## src/rtl/secure_reg_reader_pkg.sv

```systemverilog
// Shared types and default constants for the access-controlled register read port.
package secure_reg_reader_pkg;

  typedef enum logic [1:0] {
    ST_IDLE = 2'd0,
    ST_READ = 2'd1,
    ST_WAIT = 2'd2,
    ST_RESP = 2'd3
  } rd_state_e;

  localparam logic [2:0]  DEF_PRIV_UID    = 3'h4;
  localparam logic [7:0]  DEF_PUBLIC_MASK = 8'h0F;
  localparam int unsigned DENY_CNT_W      = 8;

endpackage

```

## src/rtl/secure_reader_audit.sv

```systemverilog
// Saturating denied-request counter plus the uid of the latest denial.
module secure_reader_audit
  import secure_reg_reader_pkg::*;
#(
  parameter int unsigned UID_W = 3
) (
  input  logic                  clk,
  input  logic                  rst_n,
  input  logic                  deny,
  input  logic [UID_W-1:0]      deny_uid,
  output logic [DENY_CNT_W-1:0] deny_count,
  output logic [UID_W-1:0]      last_deny_uid
);

  always_ff @(posedge clk or negedge rst_n) begin
    if (!rst_n) begin
      deny_count    <= '0;
      last_deny_uid <= '0;
    end else if (deny) begin
      last_deny_uid <= deny_uid;
      if (deny_count != {DENY_CNT_W{1'b1}}) begin
        deny_count <= deny_count + DENY_CNT_W'(1);
      end
    end
  end

endmodule

```

## src/rtl/secure_reg_reader.sv

```systemverilog
// Access-controlled read port: grants per request, reads the bank, returns data or error.
// Optional audit outputs are built when SECURE_REG_READER_AUDIT_EN is defined.
module secure_reg_reader
  import secure_reg_reader_pkg::*;
#(
  parameter int unsigned         NUM_REGS    = 8,
  parameter int unsigned         DATA_W      = 8,
  parameter int unsigned         UID_W       = 3,
  parameter int unsigned         ADDR_W      = 3,
  parameter logic [UID_W-1:0]    PRIV_UID    = UID_W'(DEF_PRIV_UID),
  parameter logic [NUM_REGS-1:0] PUBLIC_MASK = NUM_REGS'(DEF_PUBLIC_MASK)
) (
  input  logic              clk,
  input  logic              rst_n,
  input  logic              req_valid,
  output logic              req_ready,
  input  logic [UID_W-1:0]  req_uid,
  input  logic [ADDR_W-1:0] req_addr,
  output logic              reg_rd_en,
  output logic [ADDR_W-1:0] reg_rd_addr,
  input  logic [DATA_W-1:0] reg_rd_data,
  output logic              rsp_valid,
  input  logic              rsp_ready,
  output logic [DATA_W-1:0] rsp_data,
  output logic              rsp_err
`ifdef SECURE_REG_READER_AUDIT_EN
  ,
  output logic [DENY_CNT_W-1:0] deny_count,
  output logic [UID_W-1:0]      last_deny_uid
`endif
);

  // Mask widened to the full address space so indexing can never go out of bounds.
  localparam int unsigned           ADDR_SPAN = 1 << ADDR_W;
  localparam logic [ADDR_SPAN-1:0]  MASK_EXT  = ADDR_SPAN'(PUBLIC_MASK);

  rd_state_e         state, state_nxt;
  logic              grant_q, grant_nxt;
  logic              in_range, grant;
  logic              rd_en_nxt;
  logic [ADDR_W-1:0] rd_addr_nxt;
  logic              rsp_valid_nxt, rsp_err_nxt;
  logic [DATA_W-1:0] rsp_data_nxt;

  assign req_ready = (state == ST_IDLE);
  assign in_range  = (32'(req_addr) < NUM_REGS);
  assign grant     = in_range && (MASK_EXT[req_addr] || (req_uid == PRIV_UID));

  always_ff @(posedge clk or negedge rst_n) begin
    if (!rst_n) state <= ST_IDLE;
    else        state <= state_nxt;
  end

  always_comb begin
    state_nxt = state;
    case (state)
      ST_IDLE: if (req_valid) state_nxt = grant ? ST_READ : ST_RESP;
      ST_READ: state_nxt = ST_WAIT;
      ST_WAIT: state_nxt = ST_RESP;
      ST_RESP: if (rsp_valid && rsp_ready) state_nxt = ST_IDLE;
      default: state_nxt = ST_IDLE;
    endcase
  end

  // Next values of the registered outputs; the grant is decided fresh for every request.
  always_comb begin
    rd_en_nxt     = 1'b0;
    rd_addr_nxt   = '0;
    rsp_valid_nxt = rsp_valid;
    rsp_data_nxt  = rsp_data;
    rsp_err_nxt   = rsp_err;
    grant_nxt     = grant_q;
    case (state)
      ST_IDLE: begin
        if (req_valid) begin
          grant_nxt = grant;
          if (grant) begin
            rd_en_nxt   = 1'b1;
            rd_addr_nxt = req_addr;
          end else begin
            rsp_valid_nxt = 1'b1;
            rsp_err_nxt   = 1'b1;
            rsp_data_nxt  = '0;
          end
        end
      end
      ST_READ: ;
      ST_WAIT: begin
        rsp_valid_nxt = 1'b1;
        rsp_err_nxt   = !grant_q;
        rsp_data_nxt  = grant_q ? reg_rd_data : '0;
      end
      ST_RESP: begin
        if (rsp_ready) begin
          rsp_valid_nxt = 1'b0;
          rsp_data_nxt  = '0;
          rsp_err_nxt   = 1'b0;
          grant_nxt     = 1'b0;
        end
      end
      default: ;
    endcase
  end

  always_ff @(posedge clk or negedge rst_n) begin
    if (!rst_n) begin
      grant_q     <= 1'b0;
      reg_rd_en   <= 1'b0;
      reg_rd_addr <= '0;
      rsp_valid   <= 1'b0;
      rsp_data    <= '0;
      rsp_err     <= 1'b0;
    end else begin
      grant_q     <= grant_nxt;
      reg_rd_en   <= rd_en_nxt;
      reg_rd_addr <= rd_addr_nxt;
      rsp_valid   <= rsp_valid_nxt;
      rsp_data    <= rsp_data_nxt;
      rsp_err     <= rsp_err_nxt;
    end
  end

`ifdef SECURE_REG_READER_AUDIT_EN
  logic deny_evt;
  assign deny_evt = req_valid && req_ready && !grant;

  secure_reader_audit #(.UID_W(UID_W)) u_audit (
    .clk           (clk),
    .rst_n         (rst_n),
    .deny          (deny_evt),
    .deny_uid      (req_uid),
    .deny_count    (deny_count),
    .last_deny_uid (last_deny_uid)
  );
`endif

endmodule
```

## config.mk

```make
export PLATFORM = sky130hd
export DESIGN_NAME = secure_reg_reader
export DESIGN_NICKNAME = d
export VERILOG_FILES = /design/src/rtl/secure_reg_reader_pkg.sv /design/src/rtl/secure_reader_audit.sv /design/src/rtl/secure_reg_reader.sv
export SDC_FILE = /design/constraint.sdc
export NUM_CORES = 1
export LEC_CHECK = 0
export CAP_MARGIN = 20
export CORE_MARGIN = 10
export CORE_UTILIZATION = 42
export DETAILED_ROUTE_END_ITERATION = 7
export PLACE_DENSITY = 0.77
export SYNTH_ARGS = -nofsm -noshare
export SYNTH_HDL_FRONTEND = slang
export SYNTH_SLANG_ARGS = --single-unit
```

## constraint.sdc

```tcl
create_clock -name clk -period 2.64 [get_ports clk]
set_clock_uncertainty 0.2 [all_clocks]
set_input_delay 0.528 -clock clk [delete_from_list [all_inputs] [get_ports clk]]
set_output_delay 0.528 -clock clk [all_outputs]
set_load 0.02 [all_outputs]
```

======== Word-level counts from Yosys, hierarchy flattened ========
Memories as Yosys holds them, arrays and structs flattened.
Index checks and enable logic that the tools add are counted.
storage, ports and cells
  ROM bits ................................ 8
  word-level logic and storage cells ...... 49
  bits in registers ....................... 17
  memories kept ........................... 1
  output and inout bits ................... 15
memories
  memory            words  bits a word  rd ports  clocked after Yosys merged registers in  write ports  RTL line                 RTL
  (name not given)  8      1            1         0                                        0            secure_reg_reader.sv:47  assign grant = in_range && (MASK_EXT[req_addr] || (req_uid == PRIV_UID));
cells by class
  equal/unequal tests ..................... 8
  muxes and demuxes ....................... 23
  magnitude comparators ................... 1
  reduce and logical (&&, ||, !) cells .... 9
operators by type and width
  operator                                                              count
  8-bit two-way mux                                                     4
  8-bit case mux with 3 select lines                                    1
  3-bit two-way mux                                                     3
  1-bit two-way mux                                                     8
  2-bit != test, second input constant                                  4
  2-bit case mux with 4 select lines                                    1
  2-bit two-way mux                                                     3
  1-bit case mux with 3 select lines                                    2
  2-bit == test, second input constant                                  2
  3-bit by 4-bit < comparator with 1-bit output, second input constant  1
  4-bit AND reduction                                                   1
  3-bit == test, second input constant                                  1
  3-bit AND reduction                                                   1
  3-bit nonzero test                                                    1
  2-bit by 1-bit == test with 1-bit output, second input constant       1
  2-bit logical NOT                                                     1
  1-bit case mux with 2 select lines                                    1
  2-bit AND reduction                                                   1
  2-bit nonzero test                                                    1
  1-bit logical AND                                                     1
  1-bit logical NOT                                                     1
  1-bit logical OR                                                      1

======== Depth between registers and ports, before layout ========
Gate-level depths: netlist (run 1).
  depth after elaboration ................. 6
  mapped depth ............................ 6
  gate-level depth less buffers ........... 6

======== Least setup slack after synthesis (run 1) ========
No wires, ideal clock.
  path type ............................... register to register
  from .................................... reg state[0]
  to ...................................... reg rsp_data[0]
  arrival time ............................ 1.941 ns
  path slack .............................. 0.374 ns
  stages on the path, launching flop included .. 6
  buffers on the path ..................... 0
  clock period less this slack ............ 2.266 ns
  cell sequence ........................... dfrtp_1 inv_1 ha_1 a21boi_4 a2111oi_4 mux2_2
on the way
  cells in the longest elaborated chain, start to end .. 3
  elaborated cells on any way between the ends .. 9
  classes of those cells .................. 5 x eq/ne; 1 x mux; 3 x reduce/logical
RTL lines
  element                                                               RTL line                  RTL
  from (decl)                                                           secure_reg_reader.sv:37   rd_state_e state, state_nxt;
  from (signal assigned)                                                secure_reg_reader.sv:51   else state <= state_nxt;
  2-bit logical NOT *                                                   --
  named net req_ready                                                   secure_reg_reader.sv:16   output logic req_ready,
  2-bit != test (no source line) or 3-bit nonzero test (tied branches)  --
  4-bit AND reduction (no source line)                                  --
  to (signal assigned)                                                  secure_reg_reader.sv:118  rsp_data <= rsp_data_nxt;
  to (decl)                                                             secure_reg_reader.sv:24   output logic [DATA_W-1:0] rsp_data,
Mark *: on every way through the listed nets, which the timed path passes. The rest lies on a longest branch.
A chain may end at the register's enable or synchronous reset.

======== Worst setup path after layout (run 1) ========
  from .................................... reg state[0]
  to ...................................... out req_ready
on the way
  cells in the longest elaborated chain, start to end .. 1
RTL lines
  element            RTL line                 RTL
  2-bit logical NOT  secure_reg_reader.sv:45  assign req_ready = (state == ST_IDLE);
  to (decl)          secure_reg_reader.sv:16
No other way between the ends.

==> impl_results.md, run 1 <==
- DRC Markers: 0
- Routability congestion estimate: 0.801
- Slew @ Worst Pin: 0.730 ns
- Ranking of synthesized cells by area: dfrtp_1 50%, mux2_2 13%, ha_1 7.4%
- Distinct cell type count after synthesis: 20
- Clk Latency, worst-skew pair: 0.28 ns
- Post-synth top area share: 50.1%
- DRT Pass-1 Iters: 4
- Resize count post-CTS: 0
- Vias/cell: 4.79
- Leading area contributor after synthesis: dfrtp_1
- # fillers: 168
- Slew Viols, Final: 0
- Status: finished clean
- VDD IR max: 0.591 mV
- FMAX: 398 MHz
- Reg-to-Reg Start: state[0]
- First-pass GRT wire length: 3190 um
- CP arrival: 1.78 ns
- Clock Path Buffers: 2
- Initial antenna violation count: 0
- HP Class: reg2reg
- IO Count: 33
- Post-DP HPWL: 1490 um
- # diodes: 0
- Post-CTS Setup Bufs: 0
- DR WL met2: 932 um
- Top Metal Used: met4
- NumNets Final: 129
- Worst r2r dst: rsp_data[1]
- Final Routed Wirelength: 1860 um
- Synth Instances: 69
- Total CTS buffers: 3
- CTS Hold Bufs: 0
- Hold Vio Cnt, Final: 0
- Total gr overflow: 0
- RSZ-0062 raised after global routing: false
- Rel. slew slack: 51.2%
- Post-Synthesis Cell Area: 850 um^2
- Fin crit share: 95.1%
- Area of the core: 1940 um^2
- Synth Register Bits: 17
- 1st-iter DRT viols: 7
- CP Class: reg2out
- Port-buffer cells: 32
- Routed met1 length: 739 um
- Met3 WL: 179 um
- Die footprint: 4220 um^2
- R2r setup slk: 0.49 ns
- Chip Height: 65.0 um
- CTS tree: done
- Worst setup margin: 0.130 ns
- Total global-route track usage: 9.35%
- CP Capture Type: primary output
- Starting Density: 43.8%
- Setup crit end: req_ready
- Crit Path Max Fanout: 6
- Synthesis warning total: 0
- CTS H-tree lvls: 1
- Final TNS setup: 0 ns
- Layout area overhead: 45.7%
- Chip width: 65.0 um
- Vias in the first global route: 697
- Antenna viol nets, final: 0
- Leakage power: 0.605 nW
- Avg Cell Area, Syn: 12.3 um^2
- Crit path launch: state[0]
- CP required: 1.91 ns
- # rows: 16
- Routed vias: 632
- Setup violators final: 0
- Syn nets: 92
- Clk sinks: 17
- Reg2reg path depth: 6
- Layout cells sized above 1: 16.2%
- Power per cell area: 901 nW/um^2
- Sequential area share after synthesis: 50.1%
- HP Start: rsp_data[4]
- Pre-CTS setup slack: 0.186 ns
- Clock root buffer master: clkbuf_4
- Largest net degree at the start of global routing: 18
- Max-capacitance violation count: 0
- Critical Path Source Type: register
- Min Tclk post-route: 2.51 ns
- Post-DR wirelength/cell: 14.1 um
- CTS clk-pin slew, worst paths: 0.10 ns
==> cell usage in the layout (no fill, tap or decap), drive strengths merged, types with 2 or more instances in the layout <==
master and instances:
o21ai 2, nand2 2, mux2 10, and3 9
nor2b 2, ha 5, clkbuf 4, mux2i 3
and2 3, clkdlybuf4s50 32, dfrtp 17, inv 6
buf 2
==> report_power, final <==
part / switching [mW] / total [mW] / internal, mW
Combinational: 0.285 / 0.603 / 0.318
Clock: 0.0789 / 0.138 / 0.0586
Sequential: 0.0482 / 0.374 / 0.326
==> kinds of logic (layout without fill, tap and decap cells) <==
family,count (synthesis),after routing,share of synthesized area [%]
compound gates,7,7,8.98
fa+ha+maj,5,5,7.36
buf+inv,8,44,3.53
flops,17,17,50.1
mux,13,13,16.8
simple gates,19,19,13.3
==> cell type report <==
class                           count  area [um^2]  share of cell area [%]
Timing Repair Buffer               34          335                    27.1
Sequential cell                    17          425                    34.4
Multi-Input combinational cell     44          394                    31.9
Tap cell                           27         33.8                    2.73
Clock buffer                        4         26.3                    2.12
Inverter                            6         22.5                    1.82
==> synthesized netlist by cell type <==
| cell | n |
|---|---|
| clkbuf_1 | 1 |
| and3_1 | 9 |
| nor2_1 | 1 |
| o22ai_1 | 1 |
| dfrtp_1 | 17 |
| ha_1 | 5 |
| mux2_2 | 10 |
| inv_1 | 6 |
| o21ai_0 | 2 |
| o221ai_1 | 1 |
| nor3b_1 | 1 |
| buf_1 | 1 |
| a21boi_4 | 1 |
| nand2b_1 | 1 |
| nand2_1 | 2 |
| a2111oi_4 | 1 |
| nor2b_1 | 2 |
| a21oi_1 | 1 |
| and2_1 | 3 |
| mux2i_1 | 3 |
==> routing by layer <==
layer / vias to the layer above / GRT usage, %
li1: 313 / -
met1: 296 / 10.7
met4: 0 / 3.21
met5: - / 0
met3: 2 / 4.81
met2: 21 / 14.7
==> worst min-delay path by stage <==
stage | to | slack [ns] | depth (start not counted)
CTS | rsp_data[4] | 0.32 | 1
finish | rsp_data[4] | 0.31 | 1
global route | rsp_data[2] | 0.35 | 1
detailed placement | rsp_data[4] | 0.30 | 1
floorplan | grant_q | 0.03 | 0
global placement | rsp_data[5] | 0.29 | 1
==> critical path, cell delays in order, from the launching register on <==
cell,delay (ns)
dfrtp_1,0.41
inv_1,0.13
ha_1,0.30
clkdlybuf4s50_1,0.66
==> registers in the layout (all words and copies together), names as in the netlist <==
name / flops
reg_rd_addr: 3
reg_rd_en: 1
rsp_err: 1
state: 2
rsp_valid: 1
rsp_data: 8
grant_q: 1
==> per-stage QoR <==
step           power [mW]  cell area, um^2  utilization [%]  hold slack [ns]  instances
3_3_place_gp        0.982             1210             62.4            0.290        128
4_1_cts              1.13             1240             63.7            0.321        132
2_1_floorplan       0.774              850                -           0.0324         69
6_report             1.11             1240             63.7            0.315        132
3_5_place_dp        0.994             1210             62.4            0.298        128
5_1_grt              1.20             1240             63.7            0.345        132
Note: power is estimated with default switching activity, not from simulation.
==> run 2: changes to the inputs <==
TNS_END_PERCENT = 10   (was default)
==> results of run 2 <==
The final DEF is identical to that of run 1; final timing and power are the same.
